==> config.mk <==
export PLATFORM = sky130hd
export DESIGN_NAME = fb_arbiter
export DESIGN_NICKNAME = d
export VERILOG_FILES = /design/src/rtl/fb_arb_pkg.sv /design/src/rtl/fb_wr_fifo.sv /design/src/rtl/fb_arbiter.sv
export SDC_FILE = /design/constraint.sdc
export NUM_CORES = 1
export LEC_CHECK = 0
export ABC_CLOCK_PERIOD_IN_PS = 2700
export CELL_PAD_IN_SITES_DETAIL_PLACEMENT = 0
export CELL_PAD_IN_SITES_GLOBAL_PLACEMENT = 1
export CORE_AREA = 2 2 87 122
export CTS_BUF_LIST = sky130_fd_sc_hd__clkbuf_4
export DETAILED_ROUTE_END_ITERATION = 10
export DIE_AREA = 0 0 89 124
export HOLD_SLACK_MARGIN = 0.08
export PLACE_DENSITY = 0.89
export SLEW_MARGIN = 5
export SYNTH_ARGS = -nofsm -noshare
export SYNTH_HDL_FRONTEND = slang
export SYNTH_HIERARCHICAL = 1
export SYNTH_SLANG_ARGS = --single-unit
export TNS_END_PERCENT = 100
==> constraint.sdc <==
create_clock -name clk25 -period 2.7 [get_ports clk25]
set_clock_uncertainty 0.05 [all_clocks]
set_input_delay 0.54 -clock clk25 [delete_from_list [all_inputs] [get_ports clk25]]
set_output_delay 0.54 -clock clk25 [all_outputs]
set_load 0.02 [all_outputs]
==> src/rtl/fb_arb_pkg.sv <==
// Shared constants and types for the framebuffer arbiter: screen geometry,
// default widths and the buffered write entry layout.
package fb_arb_pkg;

  localparam int FB_W           = 472;
  localparam int FB_H           = 472;
  localparam int ADDR_W_DEF     = 18;
  localparam int DATA_W_DEF     = 4;
  localparam int FIFO_DEPTH_DEF = 4;

  // Write entry at the default geometry; the arbiter re-declares it at its own widths.
  typedef struct packed {
    logic [ADDR_W_DEF-1:0] addr;
    logic [DATA_W_DEF-1:0] data;
  } wr_entry_t;

endpackage

==> src/rtl/fb_wr_fifo.sv <==
// Synchronous write-buffer FIFO with registered occupancy; read data shows
// the head entry combinationally and a push is never visible before the next cycle.
module fb_wr_fifo #(
  parameter int WIDTH = 22,
  parameter int DEPTH = 4
) (
  input  logic                     clk25,
  input  logic                     reset_n,
  input  logic                     push,
  input  logic                     pop,
  input  logic [WIDTH-1:0]         wdata,
  output logic [WIDTH-1:0]         rdata,
  output logic                     full,
  output logic                     empty,
  output logic [$clog2(DEPTH):0]   level
);

  localparam int PTR_W = $clog2(DEPTH);
  localparam int LVL_W = PTR_W + 1;

  logic [WIDTH-1:0] store [DEPTH];
  logic [PTR_W-1:0] wr_ptr;
  logic [PTR_W-1:0] rd_ptr;

  // NOTE: the storage array has no reset; pointers and level alone decide what is valid.
  always_ff @(posedge clk25) begin
    if (push) store[wr_ptr] <= wdata;
  end

  // NOTE: sequential state uses non-blocking assignments so every flop samples pre-edge values.
  always_ff @(posedge clk25 or negedge reset_n) begin
    if (!reset_n) begin
      wr_ptr <= '0;
      rd_ptr <= '0;
      level  <= '0;
    end else begin
      if (push) wr_ptr <= wr_ptr + 1'b1;
      if (pop)  rd_ptr <= rd_ptr + 1'b1;
      if (push && !pop)      level <= level + LVL_W'(1);
      else if (pop && !push) level <= level - LVL_W'(1);
    end
  end

  assign rdata = store[rd_ptr];
  assign full  = (level == LVL_W'(DEPTH));
  assign empty = (level == '0);

endmodule

==> src/rtl/fb_arbiter.sv <==
// Single-port framebuffer RAM arbiter: scanout reads have strict priority,
// writer traffic is buffered and drained in idle slots. Define FB_ARB_STATS_EN
// to add the write counter and longest-stall statistics outputs.
module fb_arbiter
  import fb_arb_pkg::*;
#(
  parameter int ADDR_W     = ADDR_W_DEF,
  parameter int DATA_W     = DATA_W_DEF,
  parameter int FIFO_DEPTH = FIFO_DEPTH_DEF
) (
  input  logic                          clk25,
  input  logic                          reset_n,
  input  logic                          vid_req,
  input  logic [ADDR_W-1:0]             vid_addr,
  output logic [DATA_W-1:0]             vid_rdata,
  output logic                          vid_rvalid,
  input  logic                          wr_valid,
  output logic                          wr_ready,
  input  logic [ADDR_W-1:0]             wr_addr,
  input  logic [DATA_W-1:0]             wr_data,
  output logic                          mem_en,
  output logic                          mem_we,
  output logic [ADDR_W-1:0]             mem_addr,
  output logic [DATA_W-1:0]             mem_wdata,
  input  logic [DATA_W-1:0]             mem_rdata,
`ifdef FB_ARB_STATS_EN
  output logic [15:0]                   stat_wr_count,
  output logic [7:0]                    stat_max_stall,
`endif
  output logic [$clog2(FIFO_DEPTH):0]   fifo_level
);

  typedef struct packed {
    logic [ADDR_W-1:0] addr;
    logic [DATA_W-1:0] data;
  } entry_t;

  entry_t            push_entry;
  entry_t            head;
  logic              push;
  logic              pop;
  logic              full;
  logic              empty;
  logic              ready_en;
  logic [1:0]        rd_pipe;
  logic              nxt_en;
  logic              nxt_we;
  logic [ADDR_W-1:0] nxt_addr;
  logic [DATA_W-1:0] nxt_wdata;

  assign push_entry = '{addr: wr_addr, data: wr_data};
  assign wr_ready   = ready_en && !full;
  assign push       = wr_valid && wr_ready;
  assign pop        = !vid_req && !empty;

  fb_wr_fifo #(
    .WIDTH (ADDR_W + DATA_W),
    .DEPTH (FIFO_DEPTH)
  ) u_fifo (
    .clk25   (clk25),
    .reset_n (reset_n),
    .push    (push),
    .pop     (pop),
    .wdata   (push_entry),
    .rdata   (head),
    .full    (full),
    .empty   (empty),
    .level   (fifo_level)
  );

  // Holds wr_ready low through reset and releases it on the first edge after.
  always_ff @(posedge clk25 or negedge reset_n) begin
    if (!reset_n) ready_en <= 1'b0;
    else          ready_en <= 1'b1;
  end

  // NOTE: every always_comb output gets a default first, so no path can infer a latch.
  always_comb begin
    nxt_en    = 1'b0;
    nxt_we    = 1'b0;
    nxt_addr  = '0;
    nxt_wdata = '0;
    if (vid_req) begin
      nxt_en   = 1'b1;
      nxt_addr = vid_addr;
    end else if (pop) begin
      nxt_en    = 1'b1;
      nxt_we    = 1'b1;
      nxt_addr  = head.addr;
      nxt_wdata = head.data;
    end
  end

  always_ff @(posedge clk25 or negedge reset_n) begin
    if (!reset_n) begin
      mem_en    <= 1'b0;
      mem_we    <= 1'b0;
      mem_addr  <= '0;
      mem_wdata <= '0;
      rd_pipe   <= 2'b00;
    end else begin
      mem_en    <= nxt_en;
      mem_we    <= nxt_we;
      mem_addr  <= nxt_addr;
      mem_wdata <= nxt_wdata;
      rd_pipe   <= {rd_pipe[0], vid_req};
    end
  end

  assign vid_rvalid = rd_pipe[1];
  assign vid_rdata  = rd_pipe[1] ? mem_rdata : '0;

`ifdef FB_ARB_STATS_EN
  logic       stall;
  logic [7:0] stall_run;
  logic [7:0] stall_run_nxt;

  assign stall         = vid_req && !empty;
  assign stall_run_nxt = !stall ? 8'd0 :
                         (stall_run == 8'hFF) ? 8'hFF : stall_run + 8'd1;

  always_ff @(posedge clk25 or negedge reset_n) begin
    if (!reset_n) begin
      stat_wr_count  <= '0;
      stat_max_stall <= '0;
      stall_run      <= '0;
    end else begin
      stall_run <= stall_run_nxt;
      if (pop) stat_wr_count <= stat_wr_count + 16'd1;
      if (stall_run_nxt > stat_max_stall) stat_max_stall <= stall_run_nxt;
    end
  end
`endif

endmodule

# [After elaboration in Yosys (flattened, before gate mapping)]
# Memories as Yosys holds them, arrays and structs flattened.
# Index checks and enable logic that the tools add are counted.
[totals] register_bits=34 latch_bits=0 ram_bits=88 mem_bits_ro=0 memories=1
[op_classes] n_addsub=4 multipliers=0 div=0 magnitude_cmp=0 n_eq_ne=1 n_shift=0 n_mux=12 bitwise_logic=0 n_reduce_logical=12
[memory_table] name="u_fifo.store" depth=4 word_bits=22 read_ports=1 rd_ports_with_merged_regs=0 write_ports=1 line_no="fb_wr_fifo.sv:21" text="logic [WIDTH-1:0] store [DEPTH];"
[ops] cell="$mux 18" n=2
[ops] cell="$mux 4" n=3
[ops] cell="$mux 3" n=2
[ops] cell="$logic_and 1x1->1" n=5
[ops] cell="$logic_not 1->1" n=5
[ops] cell="$mux 1" n=5
[ops] cell="$add 2x1->2 const B" n=2
[ops] cell="$add 3x1->3 const B" n=1
[ops] cell="$eq 3x3->1 const B" n=1
[ops] cell="$logic_not 3->1" n=1
[ops] cell="$sub 3x1->3 const B" n=1
[ops] cell="$reduce_bool 2->1" n=1

# [Longest topological paths before layout]
# Gate-level depths: netlist of run 1.
[logic_depth] word_depth=8 ltp_mapped=10 mapped_depth_nobuf=9

# [Cells and area by module]
# The synthesis of run 1 kept the hierarchy.
[modules_own_cells] mod="fb_wr_fifo" instances=1 cells_per_inst=149 area_per_inst_um2=3604.7 seq_area_each_um2=2817.7
[modules_own_cells] mod="fb_arbiter" instances=1 cells_per_inst=62 area_per_inst_um2=965.9 seq_area_each_um2=675.6

# [Least setup slack after synthesis of run 1]
# Ideal clock, no wire load.
[synth_timing] kind="flip-flop to flip-flop" startpoint="register u_fifo.level[2]" endpoint="register u_fifo.level[2]" setup_ns=0.080 arrival_time_ns=2.291 required_ns=2.570 path_slack_ns=0.279 path_stages_with_launch=10 path_cell_list="dfrtp_1 nor3b_1 nor2b_1 and2_1 ha_1 inv_1 fa_1 xor2_1 nor2_1 xor2_1"
[synth_via] elab_chain_cells=7 word_cells_on_any_way=16 cone_classes="add/sub (2); eq/ne (1); mux (2); reduce/logical (11)"
[synth_rtl] item="start, declared" line_no="fb_wr_fifo.sv:15" text="output logic [$clog2(DEPTH):0] level"
[synth_rtl] item="start signal, assigned" line_no="fb_wr_fifo.sv:39" text="if (push && !pop) level <= level + LVL_W'(1);"
[synth_rtl] item="start signal, assigned" line_no="fb_wr_fifo.sv:40" text="else if (pop && !push) level <= level - LVL_W'(1);"
[synth_rtl] item="$eq 3x3->1 *" line_no="fb_wr_fifo.sv:45" text="assign full = (level == LVL_W'(DEPTH));"
[synth_rtl] item="named net full" line_no="fb_arbiter.sv:42" text="logic full;"
[synth_rtl] item="$logic_not 1->1 *" line_no="fb_arbiter.sv:52" text="assign wr_ready = ready_en && !full;"
[synth_rtl] item="$logic_and 1x1->1 *" line_no="fb_arbiter.sv:52"
[synth_rtl] item="named net wr_ready" line_no="fb_arbiter.sv:18" text="output logic wr_ready,"
[synth_rtl] item="$logic_and 1x1->1 *" line_no="fb_arbiter.sv:53" text="assign push = wr_valid && wr_ready;"
[synth_rtl] item="named net push" line_no="fb_arbiter.sv:40" text="logic push;"
[synth_rtl] item="$logic_not 1->1" line_no="fb_wr_fifo.sv:40"
[synth_rtl] item="$logic_and 1x1->1" line_no="fb_wr_fifo.sv:40"
[synth_rtl] item="$reduce_bool 2->1 (no line)"
# Mark *: on every way through the listed nets, which the timed path passes. The rest lies on a longest branch. The select of a mux whose other input is x is not followed.
# A chain may end at the register's enable or synchronous reset.

# [Worst setup path after layout of run 1]
[layout_timing] startpoint="register u_fifo.level[2]" endpoint="output port wr_ready"
[layout_via] elab_chain_cells=3
[layout_rtl] item="$eq 3x3->1" line_no="fb_wr_fifo.sv:45"
[layout_rtl] item="named net full" line_no="fb_arbiter.sv:42"
[layout_rtl] item="$logic_not 1->1" line_no="fb_arbiter.sv:52"
[layout_rtl] item="$logic_and 1x1->1" line_no="fb_arbiter.sv:52"
[layout_rtl] item="end, declared" line_no="fb_arbiter.sv:18"
# The timed path passes the listed nets, and every way through them passes these cells.

==> metrics.yaml, run 1 <==
cells_and_area:
  drive_gt1_share_pct: 17.1
  nets: 363
  regArea_mm2: 0.00349
  area_growth_pct: 25.7
  nFillCells: 783
  multi_input_comb_area_um2: 952
clock_network:
  numCtsBuffers: 17
  post_cts_resized: 0
  cts-root-buf: "clkbuf_4"
  h-tree-depth: 4
  cts_hold_buf: 1
  clk_pin_slew_ns: 0.10
  insertion_delay_ns: 0.49
  clock_path_buffers: 2
  tritoncts_num_sinks: 122
  cts_tree: "built"
  post_cts_buffers: 0
synth:
  ys_types: 25
  synth_top_area_share_pct: 57.8
  synthArstFlopShare_pct: 27.9
  ys_ff_latch: 122
  synthTopCellsByArea: "edfxtp_1, dfrtp_1, mux4_2"
  syn_inst: 211
  yosysTopAreaCell: "edfxtp_1"
  ys_top_cells_by_count: "edfxtp_1, dfrtp_1, a22o_1, mux4_2, and2_1"
  yosysWarnings: 6
  synth.most_common_cell: "edfxtp_1"
  synth_edf_count: 88
  synth_flop_cell: "edfxtp_1"
  synth_nets: 265
  syn_avg_cell_area_um2: 21.7
  synth_area_mm2: 0.00457
  synth-seq-area-share_pct: 76.4
power:
  p_int_mw: 3.66
  p_sw_share_pct: 28.4
  seq_power_share_pct: 50.3
  ir_worst_vdd_v: 0.000313
  switching_power_mw: 1.45
  clock_power_share_pct: 22.3
  p_leak_nw: 2.07
  power_frac_comb_pct: 27.4
  power_density_mw_per_mm2: 891
  power_mw: 5.12
min_path:
  hp-start: "rd_pipe[0]$_DFF_PN0_"
  min_path_cells: 0
  hold_path.class: "register to register"
detailed_routing:
  drt_iter0_drc: 70
  wl_per_cell_um: 17.1
  drc: 0
  viasPerCell: 4.91
  ant_nets: 0
  num_vias: 2250
  wirelength_um: 7820
  drtPass1Iterations: 4
run:
  drv_cap: 0
timing:
  rsz0062_at_grt: "false"
  drv_slew: 0
  fin_ws_ns: 0.291
  layout_worst_path_cycle_share_pct: 89.2
  fmax_ghz: 0.415
  hold_viol_final: 0
  setup_tns_ns: 0
  holdWs_ns: 0.308
  slew_headroom_pct: 47.5
  setup_viol: 0
  period_needed_ns: 2.41
  worst_pin_slew_ns: 0.787
critical_path:
  crit_required_ns: 2.11
  cp_data_arrival_time_ns: 1.82
  endpoint_kind: "output pin"
  worstSetupStartpoint: "u_fifo/level[2]$_DFFE_PN0P_"
  rrSetupSlack_ns: 0.50
  critPathLaunchType: "register"
  regToRegEndpoint: "u_fifo/level[2]$_DFFE_PN0P_"
  cp-endpoint: "wr_ready"
  reg2reg_from: "u_fifo/level[2]$_DFFE_PN0P_"
  critPathKind: "register to output pin"
  reg2reg_depth: 9
  cp_max_fo: 4
placed_design:
  gp_congestion: 0.646
  pre_cts_ws_ns: 0.207
  dpl.hpwl_um: 4970
  port_buffers: 80
global_routing:
  grt.total_usage_pct: 15.9
  antenna_found_initial: 1
  grt_max_degree: 35
  grt_pass1_wl_um: 12100
  grt_overflow: 0
  grt_pass1_vias: 2407
outcome:
  outcome: "finished clean"
floorplanning:
  core_mm2: 0.00990
  chipHeight_um: 124
  start_util_pct: 46.2
  dieArea_mm2: 0.0110
  rows: 43
  ioPinCount: 81
  fp.dieW_um: 89
power by group through the flow:
stage / combinational [mW] / sequential, mW / clock, mW
final: 1.40 / 2.57 / 1.14
after global routing: 1.50 / 2.62 / 1.26
after CTS: 1.42 / 2.59 / 1.18
after detailed placement: 1.42 / 2.63 / 0
after global placement: 1.38 / 2.62 / 0
after floorplan: 0.880 / 2.65 / 0
sequential cells by signal (all words and copies together), names as in the netlist:
name	cells
rd_pipe	2
mem_addr	18
u_fifo/level	3
u_fifo/rd_ptr	2
mem_wdata	4
u_fifo/store	88
mem_en	1
mem_we	1
ready_en	1
u_fifo/wr_ptr	2
cell type report:
| type | instances | area share [%] |
|---|---|---|
| diodes | 1 | 0.0436 |
| clock buffers | 19 | 2.48 |
| clock inverters | 13 | 1.92 |
| inverters | 4 | 0.261 |
| multi-input cells | 76 | 16.6 |
| flip-flops and latches | 122 | 60.8 |
| well taps | 135 | 2.94 |
| repair buffers | 88 | 14.9 |
stage by stage:
| stage | instance area [um^2] | util (%) | std cells |
|---|---|---|---|
| after floorplan | 4570 | - | 211 |
| after global placement | 5480 | 55.3 | 424 |
| after detailed placement | 5480 | 55.3 | 424 |
| after CTS | 5740 | 58.0 | 457 |
| after global routing | 5740 | 58.0 | 458 |
| final | 5740 | 58.0 | 458 |
routing by layer:
layer,part of all wire [%],global-route usage (%),up-vias
met1,35,15.7,1130
met5,0,0,-
met4,2.0,7.46,0
met3,6.0,7.09,10
li1,-,-,1037
met2,57,27.8,73
worst min-delay path by stage:
stage	slack, ns	endpoint
2_1_floorplan	0.19	mem_addr[0]$_DFF_PN0_
3_3_place_gp	0.28	rd_pipe[1]$_DFF_PN0_
3_5_place_dp	0.29	rd_pipe[1]$_DFF_PN0_
4_1_cts	0.31	rd_pipe[1]$_DFF_PN0_
5_1_grt	0.32	rd_pipe[1]$_DFF_PN0_
6_report	0.31	rd_pipe[1]$_DFF_PN0_
cells by family (layout without fill, tap and decap cells):
family | after synthesis | in the layout | share of synthesized area [%]
flops | 122 | 122 | 76.4
mux | 23 | 23 | 11.4
simple gates | 21 | 21 | 2.82
compound gates | 19 | 19 | 3.56
buf+inv | 13 | 124 | 2.74
fa+ha+maj | 6 | 6 | 1.81
xor+xnor | 6 | 6 | 1.15
other cells | 1 | 2 | 0.0820
placed cells by master, fill, tap and decap left out, types with 4 or more instances in the layout:
cell,n
clkinv_2,4
and2_1,13
a22o_1,18
dfrtp_1,33
edfxtp_1,88
inv_1,4
mux4_1,4
buf_4,7
mux4_2,18
clkinv_1,6
xor2_1,4
clkdlybuf4s50_1,79
ha_1,5
clkbuf_4,19
critical path, stage by stage (launching register included):
cell and delay, ns:
dfrtp_1 0.43, nor3b_1 0.15, nor2b_1 0.14, clkdlybuf4s50_1 0.62
Note: power is estimated with default switching activity, not from simulation.
==> run 2, diff against run 1 <==
--- a/config.mk
+++ b/config.mk
@@ -5,7 +5,8 @@
 export SDC_FILE = /design/constraint.sdc
 export NUM_CORES = 1
 export LEC_CHECK = 0
-export ABC_CLOCK_PERIOD_IN_PS = 2700
+export ABC_CLOCK_PERIOD_IN_PS = 2400
+export CAP_MARGIN = 20
 export CELL_PAD_IN_SITES_DETAIL_PLACEMENT = 0
 export CELL_PAD_IN_SITES_GLOBAL_PLACEMENT = 1
 export CORE_AREA = 2 2 87 122
==> constraint.sdc (replaced) <==
create_clock -name clk25 -period 2.4 [get_ports clk25]
set_clock_uncertainty 0.05 [all_clocks]
set_input_delay 0.48 -clock clk25 [delete_from_list [all_inputs] [get_ports clk25]]
set_output_delay 0.48 -clock clk25 [all_outputs]
set_load 0.02 [all_outputs]
==> run 2 against run 1 <==
  * Hold slack worse by 0.0028 ns
  * Total power is 13% higher
  * Largest cell class unchanged
  * Global-route usage barely moved
  * Clock power grew 13%
  * Critical path type is now register to register
==> metrics.yaml, run 2 (synthesis gave the netlist of run 1 again) <==
power:
  ir_worst_vdd_v: 0.000399
  power_mw: 5.80
  power_density_mw_per_mm2: 997
  p_leak_nw: 2.10
timing:
  hold_viol_final: 0
  fmax_ghz: 0.458
  slew_headroom_pct: 47.1
  fin_ws_ns: 0.215
  holdWs_ns: 0.305
  period_needed_ns: 2.19
  rsz0062_at_grt: "false"
  worst_pin_slew_ns: 0.794
  setup_tns_ns: 0
  setup_viol: 0
  drv_slew: 0
  layout_worst_path_cycle_share_pct: 91.1
clock_network:
  cts_tree: "built"
  tritoncts_num_sinks: 122
  numCtsBuffers: 17
  clk_pin_slew_ns: 0.09
  h-tree-depth: 4
  insertion_delay_ns: 0.49
  post_cts_buffers: 0
  clock_path_buffers: 2
  cts-root-buf: "clkbuf_4"
global_routing:
  grt.total_usage_pct: 15.9
  grt_overflow: 0
  grt_max_degree: 35
  grt_pass1_vias: 2412
  grt_pass1_wl_um: 12300
  antenna_found_initial: 1
critical_path:
  cpMaxStageDelayCell: "dfrtp_1"
  critPathKind: "register to register"
  crit_required_ns: 2.76
  critPathLaunchType: "register"
  max_stage_delay_ns: 0.46
  crit_family: "simple AND/OR/NAND/NOR gates"
  worst-path-buf-inv: 2
  cp_max_fo: 5
  endpoint_kind: "register"
  rrSetupSlack_ns: 0.21
  worstSetupStartpoint: "u_fifo/level[0]$_DFFE_PN0P_"
  reg2reg_from: "u_fifo/level[0]$_DFFE_PN0P_"
  worstPathCellList: "nor3_1 > nor2_4 > inv_1 > ha_1 > inv_1 > fa_1 > xor2_1 > nor2_1 > xor2_1"
  cp_data_arrival_time_ns: 2.55
placed_design:
  dpl.cell_count: 428
  place_area_mm2: 0.00555
  pre_cts_ws_ns: 0.0856
  dpl.hpwl_um: 5050
  port_buffers: 80
  gp_congestion: 0.648
cells_and_area:
  largest_reg_flops: 88
  nets: 367
  final_core_util_pct: 58.7
  drive_gt1_share_pct: 19.4
  nFillCells: 781
  final_cell_mix: "edfxtp_1, clkdlybuf4s50_1, dfrtp_1"
  instances_no_fill: 460
  area_growth_pct: 27.2
  layout_commonest_cell: "edfxtp_1"
  top_register: "u_fifo/store"
  top_regs: "u_fifo/store x88, mem_addr x18, mem_wdata x4"
  finalInstanceArea_mm2: 0.00581
floorplanning:
  rows: 43
  chipHeight_um: 124
  start_util_pct: 46.2
  fp.dieW_um: 89
  ioPinCount: 81
  core_mm2: 0.00990
  dieArea_mm2: 0.0110
detailed_routing:
  wl_per_cell_um: 16.8
  wirelength_um: 7730
  drtPass1Iterations: 4
  drt_iter0_drc: 130
  ant_nets: 0
  num_vias: 2288
  drc: 0
  viasPerCell: 4.97
run:
  drv_cap: 0
outcome:
  outcome: "finished clean"
min_path:
  hp-start: "rd_pipe[0]$_DFF_PN0_"
  hold_path.class: "register to register"
## run 2: layout make-up
type	count	area [um^2]	share of cell area (%)
Sequential cell	122	3490	60.1
Multi-Input combinational cell	76	955	16.4
Timing Repair Buffer	92	925	15.9
Tap cell	135	169	2.91
Clock buffer	20	150	2.58
Clock inverter	10	104	1.79
Inverter	4	15.0	0.258
Antenna cell	1	2.50	0.0430
## run 2: timing repair
item | 4_1_cts | 5_1_grt
endpoints found under the hold margin | 34 | 0
hold buffers | 1 | 0
resized for setup | 1 | 0
endpoints found under the setup margin | 1 | 0
## run 2: worst paths after layout
kind	endpoint	cells past startpoint
max in group asynchronous	u_fifo/rd_ptr[0]$_DFFE_PN0P_	2
hold / removal	rd_pipe[1]$_DFF_PN0_	0
setup / recovery	u_fifo/level[2]$_DFFE_PN0P_	9
min in group asynchronous	mem_addr[4]$_DFF_PN0_	2
setup reg to reg	u_fifo/level[2]$_DFFE_PN0P_	9
hold reg to reg	rd_pipe[1]$_DFF_PN0_	0
## run 2: report_power, final
group | internal [mW] | leakage (nW) | switching, mW
logic | 0.929 | 0.752 | 0.760
registers | 2.62 | 1.21 | 0.201
clock network | 0.629 | 0.142 | 0.659
total | 4.18 | 2.10 | 1.62
## run 2: routing by layer
metal / wire length (um) / global-route usage (%)
met2: 4430 / 28.1
met5: 0 / 0
met4: 133 / 6.44
met3: 395 / 5.96
met1: 2770 / 16.8
